<file path="config.mk">
export PLATFORM = sky130hd
export DESIGN_NAME = mac_dot_seq
export DESIGN_NICKNAME = d
export VERILOG_FILES = /design/src/rtl/mac_pkg.sv /design/src/rtl/mac_op_fifo.sv /design/src/rtl/mac_dot_seq.sv
export SDC_FILE = /design/constraint.sdc
export NUM_CORES = 1
export LEC_CHECK = 0
export BUFFER_PORTS_ARGS = -buffer_cell sky130_fd_sc_hd__buf_2
export CAP_MARGIN = 0
export CORE_ASPECT_RATIO = 2
export CORE_MARGIN = 3
export CORE_UTILIZATION = 26
export CTS_BUF_LIST = sky130_fd_sc_hd__clkbuf_4
export CTS_CLUSTER_DIAMETER = 30
export CTS_CLUSTER_SIZE = 8
export DETAILED_ROUTE_END_ITERATION = 10
export GPL_TIMING_DRIVEN = 0
export PLACE_DENSITY_LB_ADDON = 0.12
export SLEW_MARGIN = 20
export SYNTH_ARGS = -nofsm -noshare
export SYNTH_HDL_FRONTEND = slang
export SYNTH_HIERARCHICAL = 1
export SYNTH_SLANG_ARGS = --single-unit
</file>
<file path="constraint.sdc">
create_clock -name clk -period 2.9 [get_ports clk]
set_input_delay 0.145 -clock clk [delete_from_list [all_inputs] [get_ports clk]]
set_output_delay 0.145 -clock clk [all_outputs]
set_load 0.02 [all_outputs]
</file>
<file path="src/rtl/mac_pkg.sv">
// Shared definitions for the MAC operand sequencer: instruction encodings,
// operand width and the sequencer state enum.
package mac_pkg;

  localparam int OP_W = 16;

  localparam logic [2:0] INSTR_CLR = 3'b000;
  localparam logic [2:0] INSTR_MUL = 3'b001;
  localparam logic [2:0] INSTR_ACC = 3'b010;
  localparam logic [2:0] INSTR_SAT = 3'b011;

  typedef enum logic [2:0] {
    ST_IDLE  = 3'd0,
    ST_FIRST = 3'd1,
    ST_ACC   = 3'd2,
    ST_SAT   = 3'd3,
    ST_DRAIN = 3'd4
  } seq_state_e;

endpackage

</file>
<file path="src/rtl/mac_op_fifo.sv">
// Operand-pair FIFO: DEPTH entries, pointers carry an extra wrap bit so
// full and empty are told apart without a separate counter.
module mac_op_fifo #(
  parameter int DEPTH = 4,
  parameter int W     = 32
) (
  input  logic         clk,
  input  logic         reset_n,
  input  logic         push,
  input  logic [W-1:0] din,
  input  logic         pop,
  output logic [W-1:0] dout,
  output logic         full,
  output logic         empty
);

  localparam int AW = $clog2(DEPTH);
  localparam logic [AW:0] PTR_ONE = {{AW{1'b0}}, 1'b1};

  logic [W-1:0] mem [DEPTH];
  logic [AW:0]  wr_ptr;
  logic [AW:0]  rd_ptr;
  logic         do_push;
  logic         do_pop;

  assign empty   = (wr_ptr == rd_ptr);
  assign full    = (wr_ptr[AW] != rd_ptr[AW]) && (wr_ptr[AW-1:0] == rd_ptr[AW-1:0]);
  assign do_push = push && !full;
  assign do_pop  = pop && !empty;
  assign dout    = mem[rd_ptr[AW-1:0]];

  always_ff @(posedge clk) begin
    if (!reset_n) begin
      wr_ptr <= '0;
      rd_ptr <= '0;
    end else begin
      if (do_push) wr_ptr <= wr_ptr + PTR_ONE;
      if (do_pop)  rd_ptr <= rd_ptr + PTR_ONE;
    end
  end

  // Storage needs no reset: the pointers alone decide what is valid.
  always_ff @(posedge clk) begin
    if (do_push) mem[wr_ptr[AW-1:0]] <= din;
  end

endmodule

</file>
<file path="src/rtl/mac_dot_seq.sv">
// Dot-product job sequencer feeding the 16x16 MAC. The state register and
// the instruction/operand registers load together, so the state seen in a
// cycle is the state whose instruction the MAC samples at that negedge.
module mac_dot_seq
  import mac_pkg::*;
#(
  parameter int DEPTH = 4,
  parameter int LEN_W = 8
) (
  input  logic             clk,
  input  logic             reset_n,
  input  logic             job_valid,
  output logic             job_ready,
  input  logic [LEN_W-1:0] job_len,
  input  logic             job_sat,
  input  logic             op_valid,
  output logic             op_ready,
  input  logic [OP_W-1:0]  op_a,
  input  logic [OP_W-1:0]  op_b,
  output logic [2:0]       instruction,
  output logic [OP_W-1:0]  multiplier,
  output logic [OP_W-1:0]  multiplicand,
  output logic             stall,
  output logic             busy,
  output logic             done,
  output logic [2:0]       dbg_state
);

  // Handshakes: a job is taken on job_valid && job_ready, an operand pair on
  // op_valid && op_ready; both readies depend on registers only and are held
  // low during reset and for the reset edge itself.

  localparam logic [LEN_W-1:0] LEN_ONE = {{(LEN_W-1){1'b0}}, 1'b1};

  seq_state_e       state_q, state_n;
  logic [LEN_W-1:0] rem_q, rem_n;
  logic             sat_q, sat_n;
  logic             stall_q, stall_n;
  logic             done_q, done_n;
  logic             run_q;
  logic [2:0]       instr_q, instr_n;
  logic [OP_W-1:0]  mplr_q, mplr_n;
  logic [OP_W-1:0]  mcnd_q, mcnd_n;

  logic             job_accept;
  logic             issue_slot;
  logic             fifo_push;
  logic             fifo_pop;
  logic [2*OP_W-1:0] fifo_dout;
  logic             fifo_full;
  logic             fifo_empty;

  mac_op_fifo #(
    .DEPTH (DEPTH),
    .W     (2*OP_W)
  ) u_fifo (
    .clk     (clk),
    .reset_n (reset_n),
    .push    (fifo_push),
    .din     ({op_a, op_b}),
    .pop     (fifo_pop),
    .dout    (fifo_dout),
    .full    (fifo_full),
    .empty   (fifo_empty)
  );

  assign job_ready    = run_q && (state_q == ST_IDLE);
  assign op_ready     = run_q && !fifo_full;
  assign fifo_push    = op_valid && op_ready;
  assign job_accept   = job_valid && job_ready;
  assign busy         = (state_q != ST_IDLE);
  assign instruction  = instr_q;
  assign multiplier   = mplr_q;
  assign multiplicand = mcnd_q;
  assign stall        = stall_q;
  assign done         = done_q;
  assign dbg_state    = state_q;

  always_comb begin
    state_n    = state_q;
    rem_n      = rem_q;
    sat_n      = sat_q;
    stall_n    = 1'b0;
    done_n     = 1'b0;
    instr_n    = INSTR_ACC;
    mplr_n     = '0;
    mcnd_n     = '0;
    fifo_pop   = 1'b0;
    issue_slot = 1'b0;

    unique case (state_q)
      ST_IDLE: begin
        if (job_accept) begin
          state_n    = ST_FIRST;
          rem_n      = job_len;
          sat_n      = job_sat && (job_len != '0);
          issue_slot = 1'b1;
        end
      end
      ST_FIRST: begin
        if (stall_q) begin
          issue_slot = 1'b1;
        end else if (rem_q != '0) begin
          state_n    = ST_ACC;
          issue_slot = 1'b1;
        end else if (sat_q) begin
          state_n = ST_SAT;
          instr_n = INSTR_SAT;
        end else begin
          state_n = ST_DRAIN;
        end
      end
      ST_ACC: begin
        if (rem_q != '0) begin
          issue_slot = 1'b1;
        end else if (sat_q) begin
          state_n = ST_SAT;
          instr_n = INSTR_SAT;
        end else begin
          state_n = ST_DRAIN;
        end
      end
      ST_SAT: state_n = ST_DRAIN;
      ST_DRAIN: begin
        state_n = ST_IDLE;
        sat_n   = 1'b0;
        done_n  = 1'b1;
      end
      default: state_n = ST_IDLE;
    endcase

    // Only a zero-length job enters a slot with nothing left to issue.
    if (issue_slot) begin
      if (rem_n == '0) begin
        instr_n = INSTR_CLR;
      end else if (!fifo_empty) begin
        fifo_pop = 1'b1;
        instr_n  = (state_n == ST_FIRST) ? INSTR_MUL : INSTR_ACC;
        mplr_n   = fifo_dout[2*OP_W-1:OP_W];
        mcnd_n   = fifo_dout[OP_W-1:0];
        rem_n    = rem_n - LEN_ONE;
      end else begin
        stall_n = 1'b1;
      end
    end
  end

  always_ff @(posedge clk) begin
    if (!reset_n) begin
      state_q <= ST_IDLE;
      rem_q   <= '0;
      sat_q   <= 1'b0;
      stall_q <= 1'b0;
      done_q  <= 1'b0;
      run_q   <= 1'b0;
      instr_q <= INSTR_ACC;
      mplr_q  <= '0;
      mcnd_q  <= '0;
    end else begin
      state_q <= state_n;
      rem_q   <= rem_n;
      sat_q   <= sat_n;
      stall_q <= stall_n;
      done_q  <= done_n;
      run_q   <= 1'b1;
      instr_q <= instr_n;
      mplr_q  <= mplr_n;
      mcnd_q  <= mcnd_n;
    end
  end

endmodule

</file>
### Word level (Yosys, flattened, before mapping)

Memories as Yosys holds them, arrays and structs flattened. A register that Yosys moved wholly into a read port is not among the register bits.
Index checks and enable logic that the tools add are counted.

| word-level totals | value |
|---|---|
| memories kept | 1 |
| RAM bits | 128 |
| input port bits | 45 |
| bits in registers | 24 |
| word-level logic and storage cells | 76 |
| output and inout bits | 43 |

Memory list:

| memory | depth | width | read ports | clocked after Yosys merged registers in | wr ports | RTL line | text |
|---|---|---|---|---|---|---|---|
| u_fifo.mem | 4 | 32 | 1 | 1 | 1 | mac_op_fifo.sv:20 | `logic [W-1:0] mem [DEPTH];` |

| cells by class | value |
|---|---|
| equality and inequality tests | 9 |
| add/sub/neg operators | 3 |
| muxes and demuxes | 33 |
| reduce and logical (&&, ||, !) cells | 19 |
| bitwise logic cells | 2 |

Operator list:

| cell | number |
|---|---|
| 8-bit 2-to-1 mux | 5 |
| 3-bit 2-to-1 mux | 10 |
| 8-bit nonzero test | 2 |
| 1-bit 2-to-1 mux | 13 |
| 3-bit one-hot mux with 4 select lines | 1 |
| 1-bit logical AND | 8 |
| 8-bit logical NOT | 1 |
| 8-bit by 1-bit subtractor with 8-bit output, second input constant | 1 |
| 3-bit by 1-bit adder with 3-bit output, second input constant | 2 |
| 3-bit by 1-bit equality test with 1-bit output, second input constant | 2 |
| 3-bit by 2-bit equality test with 1-bit output, second input constant | 2 |
| 3-bit one-hot mux with 2 select lines | 1 |
| 4-bit OR reduction | 1 |
| 3-bit equality test | 1 |
| 3-bit equality test, second input constant | 1 |
| 3-bit logical NOT | 1 |
| 1-bit one-hot mux with 3 select lines | 1 |
| 3-bit nonzero test | 1 |
| 3-bit OR reduction | 1 |
| 2-bit equality test | 1 |
| 1-bit logical NOT | 2 |
| 2-bit 2-to-1 mux | 1 |
| 2-bit != test, second input constant | 1 |
| 1-bit NOT | 2 |
| other kinds (4) | 4 |

### Logic depth before layout (Yosys ltp)

Gate-level depths: netlist of run 1.

| depth | value |
|---|---|
| depth after elaboration | 10 |
| gate-level depth with buffers | 12 |
| gate-level depth less buffers | 10 |

### Modules after synthesis

Netlist of run 1, hierarchy kept.

Modules (own cells, without submodules):

| module | times used | seq. area each (µm²) | area each (µm²) | cells an instance |
|---|---|---|---|---|
| mac_op_fifo | 1 | 4003.8 | 5170.0 | 235 |
| mac_dot_seq | 1 | 980.9 | 1998.2 | 192 |

### Least setup slack after synthesis of run 1

Ideal clock, no wire load.

| timing path | value |
|---|---|
| kind | register to register |
| start | register u_fifo.wr_ptr[0] |
| end | memory u_fifo.mem[3][0] (enable) |
| data required time | 2.479 ns |
| slack | -0.512 ns |
| clock period less this slack | 3.412 ns |
| library setup time | 0.421 ns |
| stages on the path, launching flop included | 7 |
| buffers on the path | 0 |
| arrival time | 2.991 ns |
| path through | dfxtp_1 -> xor2_1 -> nor3_1 -> nor2b_1 -> and2_1 -> nand2_1 -> nor2_1 |

| on the way | value |
|---|---|
| longest elaborated chain between the ends | 8 |

Ends and longest elaborated chain:

| element | RTL line | text |
|---|---|---|
| start, declared | mac_op_fifo.sv:21 | `logic [AW:0] wr_ptr;` |
| start signal, assigned | mac_op_fifo.sv:37 | `if (do_push) wr_ptr <= wr_ptr + PTR_ONE;` |
| 2-bit equality test | mac_op_fifo.sv:27 | `assign full = (wr_ptr[AW] != rd_ptr[AW]) && (wr_ptr[AW-1:0] == rd_ptr[AW-1:0]);` |
| 1-bit logical AND | mac_op_fifo.sv:27 |  |
| net fifo_full | mac_dot_seq.sv:50 | `logic fifo_full;` |
| 1-bit logical NOT | mac_dot_seq.sv:68 | `assign op_ready = run_q && !fifo_full;` |
| 1-bit logical AND | mac_dot_seq.sv:68 |  |
| net op_ready | mac_dot_seq.sv:17 | `output logic op_ready,` |
| 1-bit logical AND | mac_dot_seq.sv:69 | `assign fifo_push = op_valid && op_ready;` |
| net fifo_push | mac_dot_seq.sv:47 | `logic fifo_push;` |
| 1-bit logical AND | mac_op_fifo.sv:28 | `assign do_push = push && !full;` |
| 1-bit 2-to-1 mux | mac_op_fifo.sv:44 | `if (do_push) mem[wr_ptr[AW-1:0]] <= din;` |
| 1-bit 2-to-1 mux (not written as such) | mac_op_fifo.sv:44 |  |
| end, declared | mac_op_fifo.sv:20 |  |

The timed path passes the listed nets, and every way through them passes these cells.

### Final worst setup path of run 1

| timing path | value |
|---|---|
| start | register state_q[2] (netlist: dbg_state[2]) |
| end | register u_fifo.rd_ptr[2] |

| on the way | value |
|---|---|
| longest elaborated chain between the ends | 9 |
| elaborated cells on any way between the ends | 13 |
| those cells by class | eq/ne (2); mux (6); reduce/logical (5) |

Ends and longest elaborated chain:

| element | RTL line | text |
|---|---|---|
| start, declared | mac_dot_seq.sv:35 | `seq_state_e state_q, state_n;` |
| start signal, assigned | mac_dot_seq.sv:160 | `state_q <= state_n;` |
| 3-bit logical NOT | mac_dot_seq.sv:67, mac_dot_seq.sv:91 |  |
| 1-bit logical AND | mac_dot_seq.sv:67 | `assign job_ready = run_q && (state_q == ST_IDLE);` |
| 1-bit logical AND | mac_dot_seq.sv:70 | `assign job_accept = job_valid && job_ready;` |
| 8-bit 2-to-1 mux | mac_dot_seq.sv:93 | `if (job_accept) begin` |
| 8-bit 2-to-1 mux | mac_dot_seq.sv:91 | `unique case (state_q)` |
| 8-bit logical NOT | mac_dot_seq.sv:134 | `if (rem_n == '0) begin` |
| 1-bit 2-to-1 mux | mac_dot_seq.sv:134 |  |
| 1-bit 2-to-1 mux (*) | mac_dot_seq.sv:133 | `if (issue_slot) begin` |
| net fifo_pop | mac_dot_seq.sv:48 | `logic fifo_pop;` |
| 1-bit logical AND (*) | mac_op_fifo.sv:29 | `assign do_pop = pop && !empty;` |
| end signal, assigned | mac_op_fifo.sv:38 | `if (do_pop) rd_ptr <= rd_ptr + PTR_ONE;` |
| end, declared | mac_op_fifo.sv:22 | `logic [AW:0] rd_ptr;` |

The timed path passes the listed nets; every way through them passes the cells marked *.
A chain may end at the register's enable or synchronous reset.

==> results.ini, run 1 <==
[critical_path]
end_kind=register
cp-startpoint=dbg_state[2]
arrival_ns=3.24
reg2reg_from=dbg_state[2]
path_class=register to register
required_ns=3.40
cp_max_fo=10
start_kind=register

[routing]
drtPass1Iterations=4
drtIter0Drc=310
drt_wl_total_um=17200
vias_per_cell=4.49
vias=4290
drtAntennaViolNets=0
wl_per_cell_um=18.0
drcViolationCount=0

[clocking]
clk_pin_slew_ns=0.15
cts_buffers=17
clk_path_buf_depth=2
h-tree-depth=4
cts.sinks=185
cts_tree=done
cts_root_buffer=clkbuf_4
clk_latency_ns=0.59

[die]
start_util_pct=26.5
ios=88
fp-row-count=85
die_y_um=241
core_um2=27000
dieWidth_um=123
die_area_um2=29700

[yosys]
synth_top_cell_area_share_pct=53.6
ys_seq_area_share_pct=69.5
syn_area_per_cell_um2=16.8
syn_inst=427
synth-seq-cells=185
synth_flop_cell=edfxtp_1
synth_nets=479
yosysWarnings=6
synth_top_cell_by_area=edfxtp_1
synth-edff-count=128
ys_async_sr_fraction_pct=0
ys_types=58
synth_area_um2=7170
synth_area_leaders=edfxtp_1 (54%), dfxtp_1 (16%), mux4_2 (10%)

[cells_and_area]
final_cell_mix=edfxtp_1 (128), buf_2 (90), dfxtp_1 (55)
layout-drive-gt1-share_pct=34.4
nNetsFinal=646
final_common_cell=edfxtp_1
finalNonFillerCells=956
area_delta_synth_final_pct=28.2

[global_route]
grt_pass1_wl_um=25500
grt_pass1_vias=4528
grt_max_degree=33
grt_usage_pct=11.7
grt_overflow_total=0
antenna_found_initial=1

[min_path]
min_path_type=primary input to register
hp-start=job_len[0]

[pwr]
pwr-share-comb_pct=18.2
internal-power_mw=4.11
swShare_pct=27.0
power_switching_mw=1.52
p_clk_share_pct=28.5
power_per_cell_area_nw_per_um2=613
ir_drop_uv=219
leakagePower_nw=3.33
power_frac_seq_pct=53.3

[sta]
fmax_mhz=365
fin_worst_skew_ns=0.0344
drv_slew=0
max_slew.worst_pin.slew_ns=0.805
finalCritPeriodShare_pct=94.4
rsz0062_at_grt=no
hold_viol_final=0
max_slew_margin_pct=45.8
setup_viol=0
whs_ns=0.0836
min_period_ns=2.74

[place]
globalplace.congestion=0.837
dpl.cell_count=862
portBuffers=86
hpwl_um=11300

[job]
max-cap-violations=0

[outcome]
outcome=finished, final reports clean

[critical path, stage by stage, from the launching register on]
cell and delay [ns]:
dfxtp_1 0.34, buf_4 0.17, or4b_4 0.54, clkinv_4 0.10
nand2_4 0.08, buf_12 0.17, mux2i_2 0.16, ha_2 0.21
o21a_4 0.15, nor2_4 0.19, nand2_1 0.10, and2_1 0.16
o31a_1 0.29
[logic make-up after synthesis]
family	Yosys count	synth area share, %
AO/OA/AOI/OAI	44	4.76
flip-flops	185	69.5
multiplexers	44	11.7
buffers and inverters	27	2.32
adder cells (fa/ha/maj)	7	1.22
XOR/XNOR	10	1.22
AND/OR/NAND/NOR	109	9.15
other	1	0.0523
[worst paths after layout]
kind                      endpoint  slack, ns  cells after the start
setup / recovery  u_fifo/rd_ptr[2]       0.16                     12
hold / removal               sat_q       0.08                      4
setup reg to reg  u_fifo/rd_ptr[2]       0.16                     12
hold reg to reg     instruction[0]       0.59                      2
[repair_timing]
action                     CTS  global route
pin swaps                    3             8
gates cloned                 0             3
resized for setup            9            15
hold endpoints to repair   143             0
setup buffers                1            17
hold buffers                41             0
setup endpoints to repair  133           118
[power groups by stage]
| stage | clock network [mW] | logic (mW) | registers (mW) |
|---|---|---|---|
| 2_1_floorplan | 0 | 0.609 | 3.07 |
| 3_3_place_gp | 0 | 0.899 | 3.05 |
| 3_5_place_dp | 0 | 0.914 | 3.06 |
| 4_1_cts | 1.70 | 0.974 | 3.00 |
| 5_1_grt | 1.78 | 1.12 | 3.02 |
| 6_report | 1.60 | 1.02 | 3.00 |
[stage by stage]
stage / power [mW] / utilization, % / area, µm² / worst slack (ns) / TNS, ns
after floorplan: 3.68 / - / 7170 / -0.00555 / -0.178
after global placement: 3.95 / 29.8 / 8040 / -1.15 / -73.70
after detailed placement: 3.97 / 29.9 / 8070 / -0.450 / -46.01
after CTS: 5.67 / 32.8 / 8870 / 0.00126 / 0
after global routing: 5.92 / 34.0 / 9190 / 0.000154 / 0
final: 5.63 / 34.0 / 9190 / 0.163 / 0
[synth_stat cells (all sizes together) (3+ instances only)]
| library cell | n |
|---|---|
| edfxtp | 128 |
| dfxtp | 57 |
| and2 | 37 |
| mux4 | 32 |
| nor2 | 15 |
| nor3 | 15 |
| buf | 14 |
| mux2i | 12 |
| o21ai | 12 |
| inv | 9 |
| nand2 | 9 |
| ha | 7 |
| xnor2 | 7 |
| nor4 | 6 |
| or3 | 6 |
| a211o | 5 |
| a21oi | 5 |
| nand3b | 5 |
| o21a | 4 |
| a2111oi | 3 |
| a211oi | 3 |
| clkbuf | 3 |
| nand3 | 3 |
| xor2 | 3 |
[sequential cells by signal, indices dropped and copies added, names as in the netlist, named ones only]
| name | flops |
|---|---|
| rem_q | 8 |
| u_fifo/rd_ptr | 3 |
| multiplier | 16 |
| done | 1 |
| sat_q | 1 |
| u_fifo/wr_ptr | 3 |
| stall | 1 |
| instruction | 2 |
| run_q | 1 |
| dbg_state | 3 |
| multiplicand | 16 |
| u_fifo/mem | 128 |
[area by class of cell]
cell class              count  area (µm²)
inverters                  10        42.5
plain buffers              16         130
flip-flops and latches    185        4990
multi-input cells         218        2130
clock inverters            14         193
repair buffers            146        1130
clock buffers              18         135
fillers                  2713       17800
well taps                 348         435
diodes                      1        2.50
[metal layers]
layer  vias to the layer above  global-route usage (%)  share of wire [%]
met5                         -                       0                  0
met4                         0                    4.87                2.3
met3                        15                    3.17                3.6
met2                        93                    22.4                 58
met1                      2191                    11.7                 36
li1                       1991                       -                  -
No activity file was read; power rests on OpenSTA's default activity.
==> run 2, diff against run 1 <==
CAP_MARGIN = not set   (was 0)
CORE_UTILIZATION = 45   (was 26)
==> run 2 against run 1 <==
Clock power up 6%. Flip-flop and latch count unchanged. Count of clock-buffer cells in the layout decreased by 1. Combinational power down 6%. Total power increased by 0.30%. Non-clock buffer count decreased by 13. Register-to-register slack worse by 0.05 ns. Hold slack got worse by 0.0065 ns. First-iteration DRC count is 55% lower. Core utilization is 23 points higher. Worst setup slack worse by 0.052 ns. Clock skew decreased by 0.012 ns. Critical endpoint unchanged. Largest power group unchanged.
==> results.ini, run 2 (synthesis gave the netlist of run 1 again) <==
[routing]
drcViolationCount=0  ; unchanged
drtAntennaViolNets=0  ; unchanged
wl_per_cell_um=18.5  ; +2.9%
vias=4178  ; -2.6%
drtPass1Iterations=4  ; unchanged
vias_per_cell=5.27  ; +17%
drt_wl_total_um=14700  ; -15%
drtIter0Drc=139  ; -55%

[place]
portBuffers=86  ; unchanged
globalplace.congestion=0.832  ; -0.65%
hpwl_um=9450  ; -16%
dpl.cell_count=712  ; -17%

[clocking]
clk_path_buf_depth=2  ; unchanged
cts.sinks=185  ; unchanged
h-tree-depth=4  ; unchanged
clk_latency_ns=0.55  ; -0.04 ns
cts_buffers=17  ; unchanged
cts_tree=done
cts_root_buffer=clkbuf_4
clk_pin_slew_ns=0.15  ; about the same

[min_path]
min_path_type=primary input to register

[sta]
max_slew.worst_pin.slew_ns=0.886  ; +0.0804 ns
drv_slew=0  ; unchanged
hold_viol_final=0  ; unchanged
fin_worst_skew_ns=0.0223  ; -0.0121 ns
fmax_mhz=359  ; -1.9%
finalCritPeriodShare_pct=96.2  ; +1.8 points
setup_viol=0  ; unchanged
max_slew_margin_pct=40.5  ; -5.3 points
min_period_ns=2.79  ; +0.0517 ns

[global_route]
grt_pass1_vias=4315  ; -4.7%
grt_max_degree=33  ; unchanged
grt_overflow_total=0  ; unchanged
antenna_found_initial=1  ; unchanged
grt_usage_pct=16.8  ; +5.1 points
grt_pass1_wl_um=21800  ; -15%

[critical_path]
required_ns=3.36  ; -0.04 ns
end_kind=register
cpPeakStageDelay_ns=0.60  ; +0.06 ns
arrival_ns=3.25  ; about the same
path_cells=buf_2 > or4b_4 > clkinv_4 > nand2_4 > buf_8 > mux2i_2 > ha_1 > o21a_4 > nor2_4 > nand2_2 > and2_1 > o31a_1
critPathTopFamily=simple AND/OR/NAND/NOR gates
cp_max_fo=9  ; -1
critPathBufInv=3  ; unchanged
crit_slowest_cell=or4b_4
start_kind=register
path_class=register to register

[cells_and_area]
layout-drive-gt1-share_pct=32.5  ; -1.9 points
area_delta_synth_final_pct=22.2
finalNonFillerCells=793  ; -17%
final_cell_mix=edfxtp_1 (128), buf_2 (92), dfxtp_1 (57)
nNetsFinal=633  ; -2.0%
largest_reg_flops=128  ; unchanged
final_common_cell=edfxtp_1

[pwr]
total_power_mw=5.65  ; +0.30%
ir_drop_uv=311  ; +42%
leakagePower_nw=3.24  ; -2.7%
power_per_cell_area_nw_per_um2=645  ; +5.2%

[die]
ios=88  ; unchanged
fp-row-count=64  ; -25%
dieWidth_um=95.2  ; -23%
start_util_pct=46.4  ; +20 points
die_area_um2=17600  ; -41%
die_y_um=184  ; -23%
core_um2=15500  ; -43%

[outcome]
outcome=finished, final reports clean

[job]
max-cap-violations=0  ; unchanged

run 2: changes by cell type in the layout (fill, tap and decap cells not counted), sizes merged:
| cell | delta |
|---|---|
| buf | -12 |
| bufinv | +1 |
| clkbuf | -1 |
| clkinv | -5 |
| dlygate4sd3 | -1 |
| inv | +5 |
run 2: final cells by class:
| type | instances | area (µm²) |
|---|---|---|
| Fill cell | 1288 | 6700 |
| Sequential cell | 185 | 4980 |
| Multi-Input combinational cell | 218 | 2100 |
| Timing Repair Buffer | 132 | 888 |
| Tap cell | 198 | 248 |
| Clock inverter | 15 | 233 |
| Clock buffer | 17 | 128 |
| Buffer | 17 | 128 |
| Inverter | 10 | 42.5 |
| Antenna cell | 1 | 2.50 |
run 2: layer usage:
| metal | GRT usage (%) | vias to the layer above | part of all wire, % |
|---|---|---|---|
| met5 | 0 | - | 0 |
| met4 | 5.90 | 0 | 1.8 |
| met3 | 4.00 | 18 | 3.3 |
| met2 | 32.2 | 96 | 58 |
| met1 | 17.1 | 2101 | 37 |
| li1 | - | 1963 | - |
run 2: worst paths after layout:
path / from / cells past startpoint / end / slack [ns]
max: dbg_state[0] / 12 / u_fifo/rd_ptr[2] / 0.11
min: job_len[4] / 4 / rem_q[4] / 0.08
max reg2reg: dbg_state[0] / 12 / u_fifo/rd_ptr[2] / 0.11
min reg2reg: u_fifo/wr_ptr[2] / 2 / u_fifo/wr_ptr[2] / 0.58
run 2: report_power, final:
group	internal (mW)	leakage [nW]	switching, mW
registers	2.93	1.62	0.0591
logic	0.440	1.42	0.523
clock network	0.796	0.196	0.894
run 2: through the flow:
| stage | setup TNS (ns) | hold slack [ns] | setup slack [ns] | cell area [µm²] | utilization [%] |
|---|---|---|---|---|---|
| finish | 0 | 0.0771 | 0.111 | 8760 | 56.7 |
| CTS | -10.42 | 0.00357 | -0.190 | 8650 | 56.0 |
| global route | -0.000919 | 0.0505 | -0.000919 | 8760 | 56.7 |
| floorplan | -0.178 | 0.173 | -0.00555 | 7170 | - |
| detailed placement | -14.12 | 0.363 | -0.162 | 7880 | 51.0 |
| global placement | -31.65 | 0.356 | -0.691 | 7850 | 50.8 |
run 2: worst reg2reg max path, delay by kind of cell, from the launching register on:
kind | cells | cell delay, ns
and+or+nand+nor | 5 | 1.10
AOI/OAI and AO/OA | 2 | 0.44
muxes | 1 | 0.16
DFF | 1 | 0.34
buffers and inverters | 3 | 0.42
adders and majority gates | 1 | 0.23
run 2: repair_timing:
item,in CTS,in global routing
cloned,0,3
resized for setup,3,12
hold buffers,40,0
hold endpoints to repair,141,0
endpoints found under the setup margin,101,157
pin swaps,0,5
setup buffers,0,5
